[src/rtl/pipe_ctrl.sv]
// Hazard controller for the pc_reg -> if_id -> id_ex register chain: jumps, load-use stalls, mul/div waits.
// Optional perf counters (stall_cnt_o, flush_cnt_o) are built when PIPE_CTRL_PERF_EN is defined.
module pipe_ctrl #(
  parameter int unsigned FLUSH_CYCLES = 1,
  parameter int unsigned MD_TIMEOUT   = 64
) (
  input  logic        clk,
  input  logic        rst,
  input  logic        jump_en_i,
  input  logic [31:0] jump_addr_i,
  input  logic        load_use_i,
  input  logic        md_start_i,
  input  logic        md_done_i,
  output logic        jump_en_o,
  output logic [31:0] jump_addr_o,
  output logic        hold_pc_o,
  output logic        hold_if_id_o,
  output logic        hold_id_ex_o,
  output logic        flush_if_id_o,
  output logic        flush_id_ex_o,
  output logic        md_timeout_o
`ifdef PIPE_CTRL_PERF_EN
  ,
  output logic [31:0] stall_cnt_o,
  output logic [31:0] flush_cnt_o
`endif
);

  typedef enum logic [1:0] {RUN, WAIT_MD, FLUSH} state_e;

  localparam logic [2:0]  FLUSH_LOAD = 3'(FLUSH_CYCLES);
  localparam logic [31:0] MD_LAST    = 32'(MD_TIMEOUT - 1);
  localparam bit          TIMEOUT_EN = (MD_TIMEOUT != 0);
  localparam bit          FLUSH_EN   = (FLUSH_CYCLES != 0);

  state_e      state_q, state_d;
  logic [2:0]  fl_left_q, fl_left_d;
  logic [31:0] md_cnt_q, md_cnt_d;

  always_comb begin
    // NOTE: every signal driven here gets a default first so no path leaves it unassigned (no latches).
    state_d       = state_q;
    fl_left_d     = fl_left_q;
    md_cnt_d      = md_cnt_q;
    jump_en_o     = 1'b0;
    jump_addr_o   = 32'h0;
    hold_pc_o     = 1'b0;
    hold_if_id_o  = 1'b0;
    hold_id_ex_o  = 1'b0;
    flush_if_id_o = 1'b0;
    flush_id_ex_o = 1'b0;
    md_timeout_o  = 1'b0;

    // Outputs stay quiet while rst is high, whatever the inputs do.
    if (!rst) begin
      unique case (state_q)
        RUN: begin
          if (jump_en_i) begin
            jump_en_o     = 1'b1;
            jump_addr_o   = jump_addr_i;
            flush_if_id_o = 1'b1;
            flush_id_ex_o = 1'b1;
            if (FLUSH_EN) begin
              state_d   = FLUSH;
              fl_left_d = FLUSH_LOAD;
            end
          end else if (md_start_i) begin
            hold_pc_o    = 1'b1;
            hold_if_id_o = 1'b1;
            hold_id_ex_o = 1'b1;
            md_cnt_d     = 32'h0;
            if (!md_done_i) state_d = WAIT_MD;
          end else if (load_use_i) begin
            hold_pc_o     = 1'b1;
            hold_if_id_o  = 1'b1;
            flush_id_ex_o = 1'b1;
          end
        end

        WAIT_MD: begin
          md_cnt_d = md_cnt_q + 32'd1;
          if (md_done_i) begin
            state_d = RUN;
          end else if (TIMEOUT_EN && (md_cnt_q == MD_LAST)) begin
            md_timeout_o = 1'b1;
            state_d      = RUN;
          end else begin
            hold_pc_o    = 1'b1;
            hold_if_id_o = 1'b1;
            hold_id_ex_o = 1'b1;
          end
        end

        FLUSH: begin
          flush_if_id_o = 1'b1;
          if (jump_en_i) begin
            jump_en_o     = 1'b1;
            jump_addr_o   = jump_addr_i;
            flush_id_ex_o = 1'b1;
            fl_left_d     = FLUSH_LOAD;
          end else begin
            fl_left_d = fl_left_q - 3'd1;
            if (fl_left_q == 3'd1) state_d = RUN;
          end
        end

        default: state_d = RUN;
      endcase
    end
  end

  always_ff @(posedge clk) begin
    // NOTE: sequential state uses non-blocking assignments so every flop samples pre-edge values.
    if (rst) begin
      state_q   <= RUN;
      fl_left_q <= 3'd0;
      md_cnt_q  <= 32'h0;
    end else begin
      state_q   <= state_d;
      fl_left_q <= fl_left_d;
      md_cnt_q  <= md_cnt_d;
    end
  end

`ifdef PIPE_CTRL_PERF_EN
  logic [31:0] stall_cnt_q, stall_cnt_d;
  logic [31:0] flush_cnt_q, flush_cnt_d;

  // Saturating event counters: they stick at all-ones instead of wrapping.
  always_comb begin
    stall_cnt_d = stall_cnt_q;
    flush_cnt_d = flush_cnt_q;
    if (hold_pc_o && (stall_cnt_q != 32'hFFFF_FFFF))     stall_cnt_d = stall_cnt_q + 32'd1;
    if (flush_if_id_o && (flush_cnt_q != 32'hFFFF_FFFF)) flush_cnt_d = flush_cnt_q + 32'd1;
  end

  always_ff @(posedge clk) begin
    if (rst) begin
      stall_cnt_q <= 32'h0;
      flush_cnt_q <= 32'h0;
    end else begin
      stall_cnt_q <= stall_cnt_d;
      flush_cnt_q <= flush_cnt_d;
    end
  end

  assign stall_cnt_o = stall_cnt_q;
  assign flush_cnt_o = flush_cnt_q;
`else
  // No performance counters in this build.
`endif

  // A register is never told to hold and flush at once; flush always takes precedence.
  a_if_id_excl: assert property (@(posedge clk) !(hold_if_id_o && flush_if_id_o));
  a_id_ex_excl: assert property (@(posedge clk) !(hold_id_ex_o && flush_id_ex_o));
  a_addr_quiet: assert property (@(posedge clk) jump_en_o || (jump_addr_o == 32'h0));

endmodule
[config.mk]
export PLATFORM = sky130hd
export DESIGN_NAME = pipe_ctrl
export DESIGN_NICKNAME = d
export VERILOG_FILES = /design/src/rtl/pipe_ctrl.sv
export SDC_FILE = /design/constraint.sdc
export NUM_CORES = 1
export LEC_CHECK = 0
export BUFFER_PORTS_ARGS = -buffer_cell sky130_fd_sc_hd__buf_2
export CORE_MARGIN = 10
export CORE_UTILIZATION = 51
export DETAILED_ROUTE_END_ITERATION = 8
export MAX_ROUTING_LAYER = met4
export PLACE_DENSITY_LB_ADDON = 0.08
export SLEW_MARGIN = 0
export SYNTH_ARGS = -nofsm -noshare
export SYNTH_HDL_FRONTEND = slang
export SYNTH_SLANG_ARGS = --single-unit
[constraint.sdc]
create_clock -name clk -period 2.4 [get_ports clk]
set_input_delay 0.12 -clock clk [delete_from_list [all_inputs] [get_ports clk]]
set_output_delay 0.12 -clock clk [all_outputs]
set_load 0.03 [all_outputs]
==> key figures <==
Global routing
  – Vias in the first global route: 2,304
  – First-pass GRT wire length: 10,700 microns
  – Grt ovf: 0
  – All-Layer GR Usage: 17.4%
  – Largest net degree at the start of global routing: 34
  – Initial antenna violation count: 0

Logic synthesis
  – Xor and xnor area share after synthesis: 2.26%
  – Synth unique cells: 44
  – Post-synthesis register bit count: 37
  – Synth Area in Adders: 1.61%
  – Cell count after synthesis: 296
  – Compound-gate portion of the synthesized area: 16.6%
  – Largest family of logic cells by synthesized area: simple AND/OR/NAND/NOR gates
  – Seq/Total Area, Yosys: 31.8%
  – Simple-Gate Fraction of Synth Area: 39.5%
  – Post-synthesis mux area share: 3.49%
  – Syn nets: 337
  – Yosys Warn Count: 0
  – Avg Cell Area, Syn: 7.87 sq um
  – Post-Syn Area: 2330 sq um

STA
  – RSZ-0062 raised after global routing: false
  – Hold Slack: 148 ps
  – Fin crit period: 2090 ps
  – FMAX: 477 MHz
  – Final period utilization: 87.3%
  – Final TNS setup: 0 ps
  – # setup viols final: 0
  – Clock Skews: 8.58 ps
  – Final Max Tran Viols: 0
  – Pin slew with the least headroom to its limit: 474 ps
  – Slew Limit Headroom: 68.4%
  – Endpoints failing hold: 0

Cells and area
  – # diodes: 0
  – Area grow syn2layout: 23.7%
  – Fin nets: 412
  – Layout cell share with drive strength beyond 1: 27.4%

Clock network
  – CTS tree: done
  – Num Clock Sinks: 37
  – Root Driver: clkbuf_8
  – Hold buffers post-CTS: 0
  – H-Tree Level Count: 2
  – Worst-path clk slew: 80 ps
  – Cts repair resizes: 0
  – Setup bufs post-CTS: 0
  – Total CTS buffers: 5
  – Worst-Skew Late Latency: 280 ps
  – Clock tree buffer depth: 2

Floorplan
  – Die area: 7670 sq um
  – Starting Density: 53.1%
  – I/O pin cnt: 77
  – Row count: 24
  – Core area: 4380 sq um
  – Die width: 87.6 microns
  – Die height: 87.6 microns

Worst hold path
  – WHS Path Cells: 3
  – Hold Startpoint: md_done_i
  – HP Class: input port to flip-flop
  – WHS Endpoint: state_q[0]$_SDFFE_PP0P_

Route
  – Number of vias per cell: 5.77
  – Initial drt markers: 104
  – Vias: 2,448
  – Detailed Route WL: 6590 microns
  – # DRC: 0
  – Routed length per placed instance: 15.5 microns
  – Routed Antenna Nets: 0
  – Drt pass-1 iters: 4

Outcome
  – Status: finished, final reports clean

Critical path
  – CP max stage delay: 420 ps
  – Critical path class: flip-flop to output pin
  – Worst R2R End: md_cnt_q[24]$_SDFFE_PP0P_
  – Critical Path End Type: output pin
  – Slowest CP cell: dfxtp_1
  – Worst EP required: 2280 ps
  – Cells on worst reg2reg path: 6
  – WP data arrival: 1970 ps
  – CP Max Fanout: 6
  – R2R setup slack: 520 ps
  – CP Launch Type: flip-flop
  – FF-to-FF Start: md_cnt_q[0]$_SDFFE_PP0P_
  – CP cell instances: and4_1, buf_4, nand2_1, nor3_1, nor2b_1, buf_2

Run
  – Max_cap viols: 0

Placed design
  – Detailed placer's ending HPWL: 5200 microns
  – Routability cong.: 0.813
  – IO buf count: 76

Pwr
  – P_leak: 1.14 nW
  – VDD IR max: 236 uV
  – Power per cell area: 485 nW/um^2
==> cells in the mapped netlist (all sizes together) <==
cell	number	area share [%]
and3	2	0.54
or2	1	0.27
buf	8	2.2
dfxtp	37	32
o2111ai	7	3.7
nor2b	3	0.91
and2	35	9.4
inv	6	0.97
nor3	7	1.5
ha	3	1.6
nand4b	2	0.75
a21boi	1	0.32
or3	11	3.0
nand3	9	1.9
or4	11	3.5
mux2i	7	3.0
xnor2	2	0.75
nand3b	2	0.64
and4	6	2.4
nand2	23	3.7
o21ai	14	3.0
a21oi	22	4.7
o211ai	1	0.32
nor4b	1	0.64
a311oi	1	0.38
a211oi	2	0.64
nor2	21	3.4
clkbuf	10	1.6
mux2	1	0.48
nand4	9	2.4
nor4	12	3.2
nor3b	1	0.32
xor2	4	1.5
and3b	1	0.43
nand2b	2	0.54
o31ai	11	3.5
==> worst max-delay path by stage <==
stage,start,endpoint,slack (ps),depth (start not counted)
floorplan,state_q[0]$_SDFFE_PP0P_,hold_pc_o,190,6
global placement,md_cnt_q[0]$_SDFFE_PP0P_,md_cnt_q[24]$_SDFFE_PP0P_,610,6
detailed placement,md_cnt_q[0]$_SDFFE_PP0P_,md_cnt_q[24]$_SDFFE_PP0P_,540,6
CTS,md_cnt_q[2]$_SDFFE_PP0P_,md_timeout_o,310,6
global route,md_cnt_q[10]$_SDFFE_PP0P_,md_timeout_o,200,5
finish,md_cnt_q[2]$_SDFFE_PP0P_,md_timeout_o,310,6
==> final cells by class <==
class / count / area (sq um)
fillers: 382 / 1500
clock buffers: 7 / 86.3
well taps: 52 / 65.1
flip-flops and latches: 37 / 741
multi-input cells: 235 / 1480
clock inverters: 1 / 30.0
inverters: 6 / 22.5
repair buffers: 86 / 455
==> report_power, final <==
part	switching (mW)	internal [mW]
Combinational	0.135	0.0785
Sequential	0.00703	0.619
Clock	0.220	0.339
Total	0.362	1.04
==> cells in the final DEF, fill, tap and decap left out, types with 2 or more instances in the layout <==
cell type,instances
buf_2,76
dfxtp_1,37
and2_1,35
nand2_1,23
a21oi_1,22
nor2_1,21
nor4_1,12
or3_1,11
o31ai_1,11
or4_1,11
buf_4,10
nand4_1,9
nand3_1,9
nor3_1,7
o21ai_1,7
o21ai_0,7
mux2i_1,7
clkbuf_8,6
inv_1,5
and4_1,5
o2111ai_1,5
xor2_1,4
ha_1,3
nor2b_1,2
nand4b_1,2
a211oi_1,2
nand3b_1,2
and3_1,2
nand2b_1,2
xnor2_1,2
==> kinds of logic after synthesis <==
kind of cell,after synthesis
and+or+nand+nor,159
AOI/OAI and AO/OA,59
DFF,37
buffers and inverters,24
muxes,8
xor gates and xnor gates,6
adders and majority gates,3
==> per-layer routing <==
metal	routed length, microns	up-vias	track usage, %
li1	-	1243	-
met1	3040	1092	20.1
met2	2950	107	26.8
met3	559	6	7.24
met4	44	0	5.07
met5	0	-	-
==> worst max-delay path, delay by kind of cell (launching register included) <==
kind                   cells  cell delay (ps)
buffers and inverters      2              370
DFF                        1              420
and+or+nand+nor            4              900
==> registers in the layout, summed over array words and instances (netlist names) <==
name	flops
md_cnt_q	32
fl_left_q	3
state_q	2
==> through the flow <==
| stage | std cells | utilization, % | total power [mW] | area [sq um] | setup slack, ps |
|---|---|---|---|---|---|
| 2_1_floorplan | 296 | - | 0.780 | 2330 | 186 |
| 3_3_place_gp | 416 | 63.1 | 0.853 | 2770 | 610 |
| 3_5_place_dp | 416 | 63.1 | 0.857 | 2770 | 544 |
| 4_1_cts | 424 | 65.8 | 1.41 | 2880 | 309 |
| 5_1_grt | 424 | 65.8 | 1.46 | 2880 | 203 |
| 6_report | 424 | 65.8 | 1.40 | 2880 | 305 |
Note: power is estimated with default switching activity, not from simulation.
